<file path="config.mk">
export PLATFORM = sky130hd
export DESIGN_NAME = mc_control_flat
export DESIGN_NICKNAME = d
export VERILOG_FILES = /design/src/rtl/mc_pkg.sv /design/src/rtl/mc_if.sv /design/src/rtl/mc_opclass.sv /design/src/rtl/mc_control.sv /design/src/flat_wrapper.sv
export SDC_FILE = /design/constraint.sdc
export NUM_CORES = 1
export LEC_CHECK = 0
export ABC_AREA = 1
export CORE_AREA = 2 2 68 135
export DETAILED_ROUTE_END_ITERATION = 16
export DIE_AREA = 0 0 70 137
export PLACE_DENSITY = 0.53
export SKIP_CTS_REPAIR_TIMING = 1
export SLEW_MARGIN = 20
export SYNTH_ARGS = -nofsm -noshare
export SYNTH_HDL_FRONTEND = slang
export SYNTH_HIERARCHICAL = 1
export SYNTH_SLANG_ARGS = --single-unit
export TNS_END_PERCENT = 100
</file>
<file path="constraint.sdc">
create_clock -name clk -period 4.4 [get_ports clk]
set_clock_uncertainty 0.1 [all_clocks]
set_input_delay 1.1 -clock clk [delete_from_list [all_inputs] [get_ports clk]]
set_output_delay 1.1 -clock clk [all_outputs]
set_load 0.03 [all_outputs]
</file>
<file path="src/rtl/mc_pkg.sv">
// Shared types and encodings for the LEGv8 multicycle control unit.
// The alusrcb/aluop encodings are also used by aludec.
package mc_pkg;

    localparam int unsigned OP_W = 11;

    localparam logic [OP_W-1:0] OP_LDUR     = 11'b11111000010;
    localparam logic [OP_W-1:0] OP_STUR     = 11'b11111000000;
    localparam logic [OP_W-1:0] OP_CBZ      = 11'b10110100000;
    localparam logic [OP_W-1:0] OP_CBZ_MASK = 11'b11111111000;
    localparam logic [OP_W-1:0] OP_B        = 11'b00010100000;
    localparam logic [OP_W-1:0] OP_B_MASK   = 11'b11111100000;
    localparam logic [OP_W-1:0] OP_ADD      = 11'b10001011000;
    localparam logic [OP_W-1:0] OP_SUB      = 11'b11001011000;
    localparam logic [OP_W-1:0] OP_AND      = 11'b10001010000;
    localparam logic [OP_W-1:0] OP_ORR      = 11'b10101010000;

    localparam logic [1:0] SRCB_B    = 2'b00;
    localparam logic [1:0] SRCB_FOUR = 2'b01;
    localparam logic [1:0] SRCB_DOFS = 2'b10;
    localparam logic [1:0] SRCB_BOFS = 2'b11;

    localparam logic [1:0] ALUOP_ADD   = 2'b00;
    localparam logic [1:0] ALUOP_PASSB = 2'b01;
    localparam logic [1:0] ALUOP_RTYPE = 2'b10;

    typedef enum logic [2:0] {
        CL_LDUR,
        CL_STUR,
        CL_CBZ,
        CL_B,
        CL_RTYPE,
        CL_ILLEGAL
    } opclass_t;

    typedef enum logic [3:0] {
        S_FETCH,
        S_DECODE,
        S_MEMADDR,
        S_MEMREAD,
        S_MEMWB,
        S_MEMWRITE,
        S_EXEC,
        S_ALUWB,
        S_BRANCH,
        S_JUMP
    } state_t;

    // Datapath control word driven out of the FSM each cycle.
    typedef struct packed {
        logic       memread;
        logic       memwrite;
        logic       iord;
        logic       irwrite;
        logic       pc_en;
        logic       pcsrc;
        logic       alusrca;
        logic [1:0] alusrcb;
        logic [1:0] aluop;
        logic       reg2loc;
        logic       regwrite;
        logic       memtoreg;
        logic       illegal;
    } ctrl_t;

endpackage

</file>
<file path="src/rtl/mc_if.sv">
// Control/status bundle between mc_control and the multicycle datapath + memory.
interface mc_if;

    logic [mc_pkg::OP_W-1:0] opcode;
    logic                    zero;
    logic                    mem_ready;
    logic                    memread;
    logic                    memwrite;
    logic                    iord;
    logic                    irwrite;
    logic                    pc_en;
    logic                    pcsrc;
    logic                    alusrca;
    logic [1:0]              alusrcb;
    logic [1:0]              aluop;
    logic                    reg2loc;
    logic                    regwrite;
    logic                    memtoreg;
    logic                    illegal;

    modport master (
        input  opcode, zero, mem_ready,
        output memread, memwrite, iord, irwrite, pc_en, pcsrc, alusrca,
               alusrcb, aluop, reg2loc, regwrite, memtoreg, illegal
    );

    modport slave (
        output opcode, zero, mem_ready,
        input  memread, memwrite, iord, irwrite, pc_en, pcsrc, alusrca,
               alusrcb, aluop, reg2loc, regwrite, memtoreg, illegal
    );

endinterface

</file>
<file path="src/rtl/mc_opclass.sv">
// Combinational opcode classifier; only exact R-type encodings are accepted.
module mc_opclass
    import mc_pkg::*;
(
    input  logic [OP_W-1:0] opcode,
    output opclass_t        opclass_c
);

    always_comb begin
        opclass_c = CL_ILLEGAL;
        if (opcode == OP_LDUR) begin
            opclass_c = CL_LDUR;
        end else if (opcode == OP_STUR) begin
            opclass_c = CL_STUR;
        end else if ((opcode & OP_CBZ_MASK) == OP_CBZ) begin
            opclass_c = CL_CBZ;
        end else if ((opcode & OP_B_MASK) == OP_B) begin
            opclass_c = CL_B;
        end else if (opcode == OP_ADD || opcode == OP_SUB ||
                     opcode == OP_AND || opcode == OP_ORR) begin
            opclass_c = CL_RTYPE;
        end
    end

endmodule

</file>
<file path="src/rtl/mc_control.sv">
// Multicycle LEGv8 control FSM: sequences fetch/decode/execute/memory/writeback,
// drives datapath enables and counts retired instructions.
module mc_control
    import mc_pkg::*;
#(
    parameter int unsigned CNT_W = 32
) (
    input  logic             clk,
    input  logic             reset,
    mc_if.master             bus,
    output logic [CNT_W-1:0] instret
);

    state_t   state_q;
    state_t   state_d;
    ctrl_t    ctrl;
    opclass_t opclass_c;
    logic     retire_c;

    mc_opclass u_opclass (
        .opcode    (bus.opcode),
        .opclass_c (opclass_c)
    );

    always_ff @(posedge clk or negedge reset) begin
        if (!reset) begin
            state_q <= S_FETCH;
        end else begin
            state_q <= state_d;
        end
    end

    // Next state and control word; outputs depend on state plus same-cycle handshakes.
    always_comb begin
        state_d  = state_q;
        ctrl     = '0;
        retire_c = 1'b0;
        case (state_q)
            S_FETCH: begin
                ctrl.memread = 1'b1;
                ctrl.alusrcb = SRCB_FOUR;
                ctrl.aluop   = ALUOP_ADD;
                ctrl.irwrite = bus.mem_ready;
                ctrl.pc_en   = bus.mem_ready;
                if (bus.mem_ready) state_d = S_DECODE;
            end
            S_DECODE: begin
                ctrl.alusrcb = SRCB_BOFS;
                ctrl.aluop   = ALUOP_ADD;
                ctrl.reg2loc = (opclass_c == CL_STUR) || (opclass_c == CL_CBZ);
                case (opclass_c)
                    CL_LDUR, CL_STUR: state_d = S_MEMADDR;
                    CL_RTYPE:         state_d = S_EXEC;
                    CL_CBZ:           state_d = S_BRANCH;
                    CL_B:             state_d = S_JUMP;
                    default: begin
                        ctrl.illegal = 1'b1;
                        state_d      = S_FETCH;
                    end
                endcase
            end
            S_MEMADDR: begin
                ctrl.alusrca = 1'b1;
                ctrl.alusrcb = SRCB_DOFS;
                ctrl.aluop   = ALUOP_ADD;
                if (opclass_c == CL_LDUR)      state_d = S_MEMREAD;
                else if (opclass_c == CL_STUR) state_d = S_MEMWRITE;
                else                           state_d = S_FETCH;
            end
            S_MEMREAD: begin
                ctrl.memread = 1'b1;
                ctrl.iord    = 1'b1;
                if (bus.mem_ready) state_d = S_MEMWB;
            end
            S_MEMWB: begin
                ctrl.regwrite = 1'b1;
                ctrl.memtoreg = 1'b1;
                retire_c      = 1'b1;
                state_d       = S_FETCH;
            end
            S_MEMWRITE: begin
                ctrl.memwrite = 1'b1;
                ctrl.iord     = 1'b1;
                ctrl.reg2loc  = 1'b1;
                if (bus.mem_ready) begin
                    retire_c = 1'b1;
                    state_d  = S_FETCH;
                end
            end
            S_EXEC: begin
                ctrl.alusrca = 1'b1;
                ctrl.alusrcb = SRCB_B;
                ctrl.aluop   = ALUOP_RTYPE;
                state_d      = S_ALUWB;
            end
            S_ALUWB: begin
                ctrl.regwrite = 1'b1;
                retire_c      = 1'b1;
                state_d       = S_FETCH;
            end
            S_BRANCH: begin
                ctrl.alusrca = 1'b1;
                ctrl.alusrcb = SRCB_B;
                ctrl.aluop   = ALUOP_PASSB;
                ctrl.reg2loc = 1'b1;
                ctrl.pcsrc   = 1'b1;
                ctrl.pc_en   = bus.zero;
                retire_c     = 1'b1;
                state_d      = S_FETCH;
            end
            S_JUMP: begin
                ctrl.pcsrc = 1'b1;
                ctrl.pc_en = 1'b1;
                retire_c   = 1'b1;
                state_d    = S_FETCH;
            end
            default: state_d = S_FETCH;
        endcase
        // Memory strobes and enables must drop the moment reset asserts.
        if (!reset) ctrl = '0;
    end

    always_ff @(posedge clk or negedge reset) begin
        if (!reset) begin
            instret <= '0;
        end else if (retire_c) begin
            instret <= instret + CNT_W'(1);
        end
    end

    assign bus.memread  = ctrl.memread;
    assign bus.memwrite = ctrl.memwrite;
    assign bus.iord     = ctrl.iord;
    assign bus.irwrite  = ctrl.irwrite;
    assign bus.pc_en    = ctrl.pc_en;
    assign bus.pcsrc    = ctrl.pcsrc;
    assign bus.alusrca  = ctrl.alusrca;
    assign bus.alusrcb  = ctrl.alusrcb;
    assign bus.aluop    = ctrl.aluop;
    assign bus.reg2loc  = ctrl.reg2loc;
    assign bus.regwrite = ctrl.regwrite;
    assign bus.memtoreg = ctrl.memtoreg;
    assign bus.illegal  = ctrl.illegal;

endmodule

</file>
<file path="src/flat_wrapper.sv">
// flat-port wrapper written by rule: the top's interface ports become plain ports
module mc_control_flat import mc_pkg::*;
#(
    parameter int unsigned CNT_W = 32
)
  (clk, reset, instret, bus_opcode, bus_zero, bus_mem_ready, bus_memread, bus_memwrite, bus_iord, bus_irwrite, bus_pc_en, bus_pcsrc, bus_alusrca, bus_alusrcb, bus_aluop, bus_reg2loc, bus_regwrite, bus_memtoreg, bus_illegal);
  mc_if bus_i ();
  input  logic clk;
  input  logic reset;
  output logic [CNT_W-1:0] instret;
  input wire logic [$bits(bus_i.opcode)-1:0] bus_opcode;
  input wire logic [$bits(bus_i.zero)-1:0] bus_zero;
  input wire logic [$bits(bus_i.mem_ready)-1:0] bus_mem_ready;
  output wire logic [$bits(bus_i.memread)-1:0] bus_memread;
  output wire logic [$bits(bus_i.memwrite)-1:0] bus_memwrite;
  output wire logic [$bits(bus_i.iord)-1:0] bus_iord;
  output wire logic [$bits(bus_i.irwrite)-1:0] bus_irwrite;
  output wire logic [$bits(bus_i.pc_en)-1:0] bus_pc_en;
  output wire logic [$bits(bus_i.pcsrc)-1:0] bus_pcsrc;
  output wire logic [$bits(bus_i.alusrca)-1:0] bus_alusrca;
  output wire logic [$bits(bus_i.alusrcb)-1:0] bus_alusrcb;
  output wire logic [$bits(bus_i.aluop)-1:0] bus_aluop;
  output wire logic [$bits(bus_i.reg2loc)-1:0] bus_reg2loc;
  output wire logic [$bits(bus_i.regwrite)-1:0] bus_regwrite;
  output wire logic [$bits(bus_i.memtoreg)-1:0] bus_memtoreg;
  output wire logic [$bits(bus_i.illegal)-1:0] bus_illegal;
  assign bus_i.opcode = bus_opcode;
  assign bus_i.zero = bus_zero;
  assign bus_i.mem_ready = bus_mem_ready;
  assign bus_memread = bus_i.memread;
  assign bus_memwrite = bus_i.memwrite;
  assign bus_iord = bus_i.iord;
  assign bus_irwrite = bus_i.irwrite;
  assign bus_pc_en = bus_i.pc_en;
  assign bus_pcsrc = bus_i.pcsrc;
  assign bus_alusrca = bus_i.alusrca;
  assign bus_alusrcb = bus_i.alusrcb;
  assign bus_aluop = bus_i.aluop;
  assign bus_reg2loc = bus_i.reg2loc;
  assign bus_regwrite = bus_i.regwrite;
  assign bus_memtoreg = bus_i.memtoreg;
  assign bus_illegal = bus_i.illegal;
  mc_control #(.CNT_W(CNT_W)) u_core (.clk(clk), .reset(reset), .bus(bus_i), .instret(instret));
endmodule
</file>
==> results of run 1 <==
==> cells in the final DEF (no fill, tap or decap), types with 3 or more instances in the layout <==
cell type and count:
nand2_1 128, nor3_1 4, nand2_2 7, dfrtp_1 36, nor2_2 3, buf_4 3, nand3_1 19, a21oi_1 3
o21ai_0 6, inv_1 56, inv_2 3, nor2_1 63, clkdlybuf4s50_1 58, clkbuf_16 5, xnor2_1 12, nand3b_1 3
nand4_1 18, xor2_1 4
==> area by class of cell <==
| class | count | area share |
|---|---|---|
| clock buffers | 8 | 0.0437 |
| well taps | 100 | 0.0374 |
| flip-flops and latches | 36 | 0.269 |
| multi-input cells | 285 | 0.402 |
| inverters | 59 | 0.0661 |
| repair buffers | 62 | 0.182 |
==> power by group <==
group | leakage [nW] | total, mW | switching, mW | internal (mW)
Clock | 0.0712 | 0.357 | 0.132 | 0.226
Sequential | 0.487 | 0.390 | 0.0350 | 0.355
Combinational | 0.949 | 0.274 | 0.172 | 0.101
Total | 1.51 | 1.02 | 0.339 | 0.682
==> flip-flops by register name, summed over array words and instances (netlist names) <==
register,flops
u_core/instret,32
u_core/state_q,4
==> final timing paths <==
path / endpoint / from / cells after the start / slack [ns]
hold / removal: u_core/instret[30]$_DFFE_PN0P_ / u_core/instret[30]$_DFFE_PN0P_ / 2 / 0.40
setup / recovery: bus_reg2loc / bus_opcode[5] / 12 / 0.34
max in group asynchronous: u_core/instret[1]$_DFFE_PN0P_ / reset / 2 / 3.03
hold reg to reg: u_core/instret[30]$_DFFE_PN0P_ / u_core/instret[30]$_DFFE_PN0P_ / 2 / 0.40
setup reg to reg: u_core/instret[28]$_DFFE_PN0P_ / u_core/instret[0]$_DFFE_PN0P_ / 8 / 2.45
min in group asynchronous: u_core/instret[14]$_DFFE_PN0P_ / reset / 2 / 0.84
==> cell families after synthesis <==
| kind of cell | after synthesis | share of synthesized area |
|---|---|---|
| fa+ha+maj | 1 | 0.00498 |
| flops | 36 | 0.359 |
| buf+inv | 64 | 0.105 |
| simple gates | 253 | 0.441 |
| xor+xnor | 16 | 0.0558 |
| compound gates | 15 | 0.0344 |
==> stage by stage <==
step | hold slack [ns] | setup slack [ns] | power, mW | utilization | cells
final | 0.398 | 0.340 | 1.02 | 0.393 | 550
after global routing | 0.434 | 0.168 | 1.08 | 0.393 | 550
after CTS | 0.404 | 0.321 | 1.04 | 0.393 | 550
after detailed placement | 0.390 | 0.328 | 0.675 | 0.375 | 542
after global placement | 0.385 | 0.387 | 0.673 | 0.375 | 542
after floorplan | 0.561 | 0.560 | 0.554 | - | 385
==> critical path: stages <==
cell and delay [ns]:
clkdlybuf4s50_1 0.46, inv_1 0.05, nor2_1 0.16, nand4_1 0.12, nand2_2 0.12, nor2_1 0.06
nor2_1 0.25, nand2_1 0.07, o21ai_0 0.08, nand2_1 0.07, a31oi_1 0.14, buf_4 0.18
==> routing by layer <==
metal	vias to the layer above	global-route usage	wire, µm
met5	-	0	0
met4	0	0.0908	312
met3	19	0.0309	261
met2	62	0.344	4450
met1	1219	0.137	2410
li1	1325	-	-
==> impl_results.md, run 1 <==
- Longest Clk Path Bufs: 2
- Final setup violation count: 0
- Area Overhead vs Synth: 33.4%
- Clock sink total: 36
- Crit path launch type: input port
- Ys flop type: dfrtp_1
- Die area: roughly 9600 µm²
- TritonCTS clock tree: yes
- Filler Cell Count: about 940
- Antenna-violating nets left: 0
- Area of the multi-input gates: between 1000 and 1500 µm²
- Hold crit path type: register to register
- Area leader, netlist: dfrtp_1
- Share of layout cells above drive strength 1: 0.0622
- First-pass GRT wire length: 12200 µm
- Outcome: finished clean
- Setup TNS: 0 ns
- Final Hold Violating Endpoints: 0
- Ant diodes: 0
- Initial antenna violation count: 0
- Area occupied by registers: ~900 µm²
- Largest net degree at the start of global routing: between 40 and 50
- Worst-Skew Late Latency: 0.28 ns
- Total gr overflow: 0
- Critical path required time: 3.20 ns
- Vias/cell: ~4.8
- Final #Nets: between 400 and 500
- Clock transition at path regs: ~0.05 ns
- Post-route cell area: approximately 3300 µm²
- DR vias: about 2600
- Fin crit share: 0.923
- VDD IR max: 0.000141 V
- MaxCap Viol Count: 0
- Max Freq: roughly 250 MHz
- Yosys reg bits: 36
- FFs w/ async S/R, synth: 1.00
- Avg Inst Size Synth: 6.52 µm²
- Final HPWL DP: roughly 6000 µm
- DIE WIDTH: approximately 70 µm
- Drt first pass iters: 5
- Worst Tran Pin Value: 0.514 ns
- TritonCTS buffer count: 5
- Core area: about 8500 µm²
- Cells after Synth: 385
- EDFF count, synth: 0
- Initial core utilization: 0.294
- CTS root buffer: clkbuf_16
- Gr usage total: 0.164
- Seq/Total Area, Yosys: 0.359
- Most frequent cell after synthesis: nand2_1
- RSZ-0062 raised after global routing: false
- Slew Limit Fails: 0
- Ports: 62
- Num rows: 48
- DRC violations left: 0
- Placed Area: around 3200 µm²
- WP data arrival: roughly 2.9 ns
- Share of the synthesized area in the top cell type: 0.359
- Die height: 137 µm
- Synth warnings: 6
- Wire length per cell: about 14 µm
- Crit. End Element: primary output
- Most frequent cells after synthesis: nand2_1 (128), nor2_1 (63), inv_1 (56)
- Crit Path Max Fanout: 5
- Pwr dens: between 300 and 400 nW/µm²
- Ranking of synthesized cells by area: dfrtp_1 (36%), nand2_1 (19%), nor2_1 (9.4%)
- Wirelength, routed: around 7400 µm
- GPL Wtd Cong: 0.826
- Max_slew headroom: 0.656
- Fin crit period: between 4 and 5 ns
- Synth Net Count: around 400
- Static Leak: ~1.5 nW
- Htree depth: 2
- Vias in the first global route: between 2000 and 3000
- Mapped cell area: between 2000 and 3000 µm²
- Critical Setup Path Class: input port to primary output
- IO buf count: between 60 and 70
- Synth cell types: 30
- 1st-iter DRT viols: between 100 and 150
(Power assumes the default switching activity.)
==> inputs of run 2 (changes only) <==
- GPL_ROUTABILITY_DRIVEN: not set -> 1
==> results of run 2 <==
Final layout, timing and power as in run 1 (identical DEF).
==> inputs of run 3 (changes only) <==
--- a/config.mk
+++ b/config.mk
@@ -7,4 +7,5 @@
 export LEC_CHECK = 0
 export ABC_AREA = 1
+export CAP_MARGIN = 30
 export CORE_AREA = 2 2 68 135
 export DETAILED_ROUTE_END_ITERATION = 16
==> constraint.sdc (replaced) <==
create_clock -name clk -period 4.4 [get_ports clk]
set_clock_uncertainty 0.1 [all_clocks]
set_input_delay 0.88 -clock clk [delete_from_list [all_inputs] [get_ports clk]]
set_output_delay 0.88 -clock clk [all_outputs]
set_load 0.03 [all_outputs]
==> run 3 against run 2 <==
Against the previous run:
- total power down 2.7%
- worst hold slack worse by 0.080 ns
- global-route usage down 0.39 points
- clock-buffer cell count down 3
- setup slack worse by 0.075 ns
- clock power down 8.7%
- maximum frequency down 1.8%
==> impl_results.md, run 3 (synthesized netlist as in run 1, its figures left out) <==
- Placed Area: 3210 µm² (was 3200 µm²)
- Power share of the sequential group: 0.394 (was 0.382)
- Slew Limit Fails: 0 (unchanged)
- DIE WIDTH: 70 µm (unchanged)
- Clock transition at path regs: 0.05 ns (about the same)
- Sw Pwr: 0.336 mW (was 0.339 mW)
- Vias in the first global route: 2581 (was 2686)
- Final #Nets: 465 (unchanged)
- Pwr dens: 298 nW/µm² (was 305 nW/µm²)
- Htree depth: 2 (unchanged)
- Most frequent cells in the layout: nand2_1 (128), nor2_1 (63), clkdlybuf4s50_1 (60) (was nand2_1 (128), nor2_1 (63), clkdlybuf4s50_1 (58))
- DR vias: 2598 (was 2625)
- Setup WS post-layout: 0.265 ns (was 0.340 ns)
- CTS root buffer: clkbuf_16 (unchanged)
- Initial core utilization: 0.294 (unchanged)
- Post-layout util: 0.391 (was 0.393)
- Final Hold Violating Endpoints: 0 (unchanged)
- Area Overhead vs Synth: 32.8% (was 33.4%)
- Static Leak: 1.49 nW (was 1.51 nW)
- Clock sink total: 36 (unchanged)
- Max_slew headroom: 0.672 (was 0.656)
- Top reg by flops: u_core/instret (unchanged)
- Share of layout cells above drive strength 1: 0.0559 (was 0.0622)
- RSZ-0062 raised after global routing: false (unchanged)
- Combinational share of power: 0.278 (was 0.268)
- IO buf count: 61 (unchanged)
- Largest register FFs: 32 (unchanged)
- Finished Layout Cells: 547 (was 550)
- Final HPWL DP: 6020 µm (was 6010 µm)
- Wirelength, routed: 7510 µm (was 7440 µm)
- Core area: 8530 µm² (unchanged)
- Setup TNS: 0 ns (unchanged)
- Dpl ws: 0.268 ns (was 0.328 ns)
- Ant diodes: 0 (unchanged)
- Worst Tran Pin Value: 0.491 ns (was 0.514 ns)
- Initial antenna violation count: 0 (unchanged)
- Fin crit period: 4.13 ns (was 4.06 ns)
- Critical path required time: 3.42 ns (was 3.20 ns)
- Antenna-violating nets left: 0 (unchanged)
- Die height: 137 µm (unchanged)
- Worst-Skew Late Latency: 0.28 ns (about the same)
- Crit path launch type: input port (unchanged)
- First-pass GRT wire length: 11900 µm (was 12200 µm)
- Cell Int Power: 0.657 mW (was 0.682 mW)
- Num rows: 48 (unchanged)
- Post-route cell area: 3330 µm² (was 3350 µm²)
- VDD IR max: 0.000150 V (was 0.000141 V)
- Filler Cell Count: 926 (was 936)
- Fin crit share: 0.940 (was 0.923)
- Area of the multi-input gates: 1350 µm² (unchanged)
- Longest Clk Path Bufs: 2 (unchanged)
- TritonCTS buffer count: 5 (unchanged)
- Wire length per cell: 13.7 µm (was 13.5 µm)
- Gr usage total: 0.160 (was 0.164)
- Clock power share: 0.328 (was 0.350)
- WP data arrival: 3.15 ns (was 2.86 ns)
- Inst Count DP: 542 (unchanged)
- Max Freq: 242 MHz (was 246 MHz)
- Critical Setup Path Class: input port to primary output (unchanged)
- Vias/cell: 4.75 (was 4.77)
- 1st-iter DRT viols: 168 (was 107)
- Most common cell after layout, fill and taps aside: nand2_1 (unchanged)
- Hold crit path type: input port to async pin (was register to register)
- DRC violations left: 0 (unchanged)
- Area occupied by registers: 901 µm² (unchanged)
- TritonCTS clock tree: yes (unchanged)
- Biggest regs: u_core/instret: 32 flops, u_core/state_q: 4 flops (unchanged)
- Drt first pass iters: 4 (was 5)
- Total gr overflow: 0 (unchanged)
- Net Sw Frac: 0.338 (was 0.332)
- Crit Path Max Fanout: 5 (unchanged)
- Largest net degree at the start of global routing: 44 (unchanged)
- Ports: 62 (unchanged)
- Crit. End Element: primary output (unchanged)
- Outcome: finished clean (unchanged)
- Die area: 9590 µm² (unchanged)
- GPL Wtd Cong: 0.816 (was 0.826)
- MaxCap Viol Count: 0 (unchanged)
- Final setup violation count: 0 (unchanged)
==> run 3: per-layer routing <==
metal,part of all wire,vias up,global-route usage
met5,0,-,0
met4,0.037,0,0.0812
met3,0.041,15,0.0324
met2,0.58,59,0.329
met1,0.34,1207,0.142
li1,-,1317,-
==> run 3: power groups by stage <==
stage          sequential (mW)  clock, mW  combinational, mW
6_report                 0.391      0.326              0.276
5_1_grt                  0.394      0.346              0.302
4_1_cts                  0.393      0.335              0.280
3_5_place_dp             0.398          0              0.279
3_3_place_gp             0.397          0              0.277
2_1_floorplan            0.424          0              0.130
==> run 3: area by class of cell <==
| class | instances | share of cell area |
|---|---|---|
| Clock buffer | 5 | 0.0376 |
| Multi-Input combinational cell | 285 | 0.404 |
| Sequential cell | 36 | 0.270 |
| Tap cell | 100 | 0.0376 |
| Inverter | 59 | 0.0665 |
| Timing Repair Buffer | 62 | 0.184 |
==> run 3: final timing paths <==
path | startpoint | to | slack [ns] | cells after the start
worst max register to register | u_core/state_q[0]$_DFFE_PN0P_ | u_core/instret[5]$_DFFE_PN0P_ | 2.45 | 9
worst min-delay path | reset | u_core/instret[16]$_DFFE_PN0P_ | 0.32 | 1
max in group asynchronous | reset | u_core/instret[0]$_DFFE_PN0P_ | 3.22 | 2
worst max-delay path | bus_opcode[10] | bus_reg2loc | 0.27 | 12
min in group clk | u_core/instret[30]$_DFFE_PN0P_ | u_core/instret[30]$_DFFE_PN0P_ | 0.40 | 2
worst min register to register | u_core/instret[30]$_DFFE_PN0P_ | u_core/instret[30]$_DFFE_PN0P_ | 0.40 | 2
==> run 3: through the flow <==
step	power [mW]	hold slack, ns
4_1_cts	1.01	0.314
2_1_floorplan	0.554	0.484
6_report	0.994	0.318
3_5_place_dp	0.677	0.394
5_1_grt	1.04	0.319
3_3_place_gp	0.674	0.385
==> run 3: worst max-delay path: stages <==
cell	delay [ns]
clkdlybuf4s50_1	0.51
nand2_2	0.09
nor2_4	0.13
nand3_2	0.08
nand2_2	0.10
nor2_1	0.06
nor2_1	0.26
nand2_1	0.07
o21ai_0	0.08
nand2_1	0.07
a31oi_1	0.14
clkdlybuf4s50_1	0.69
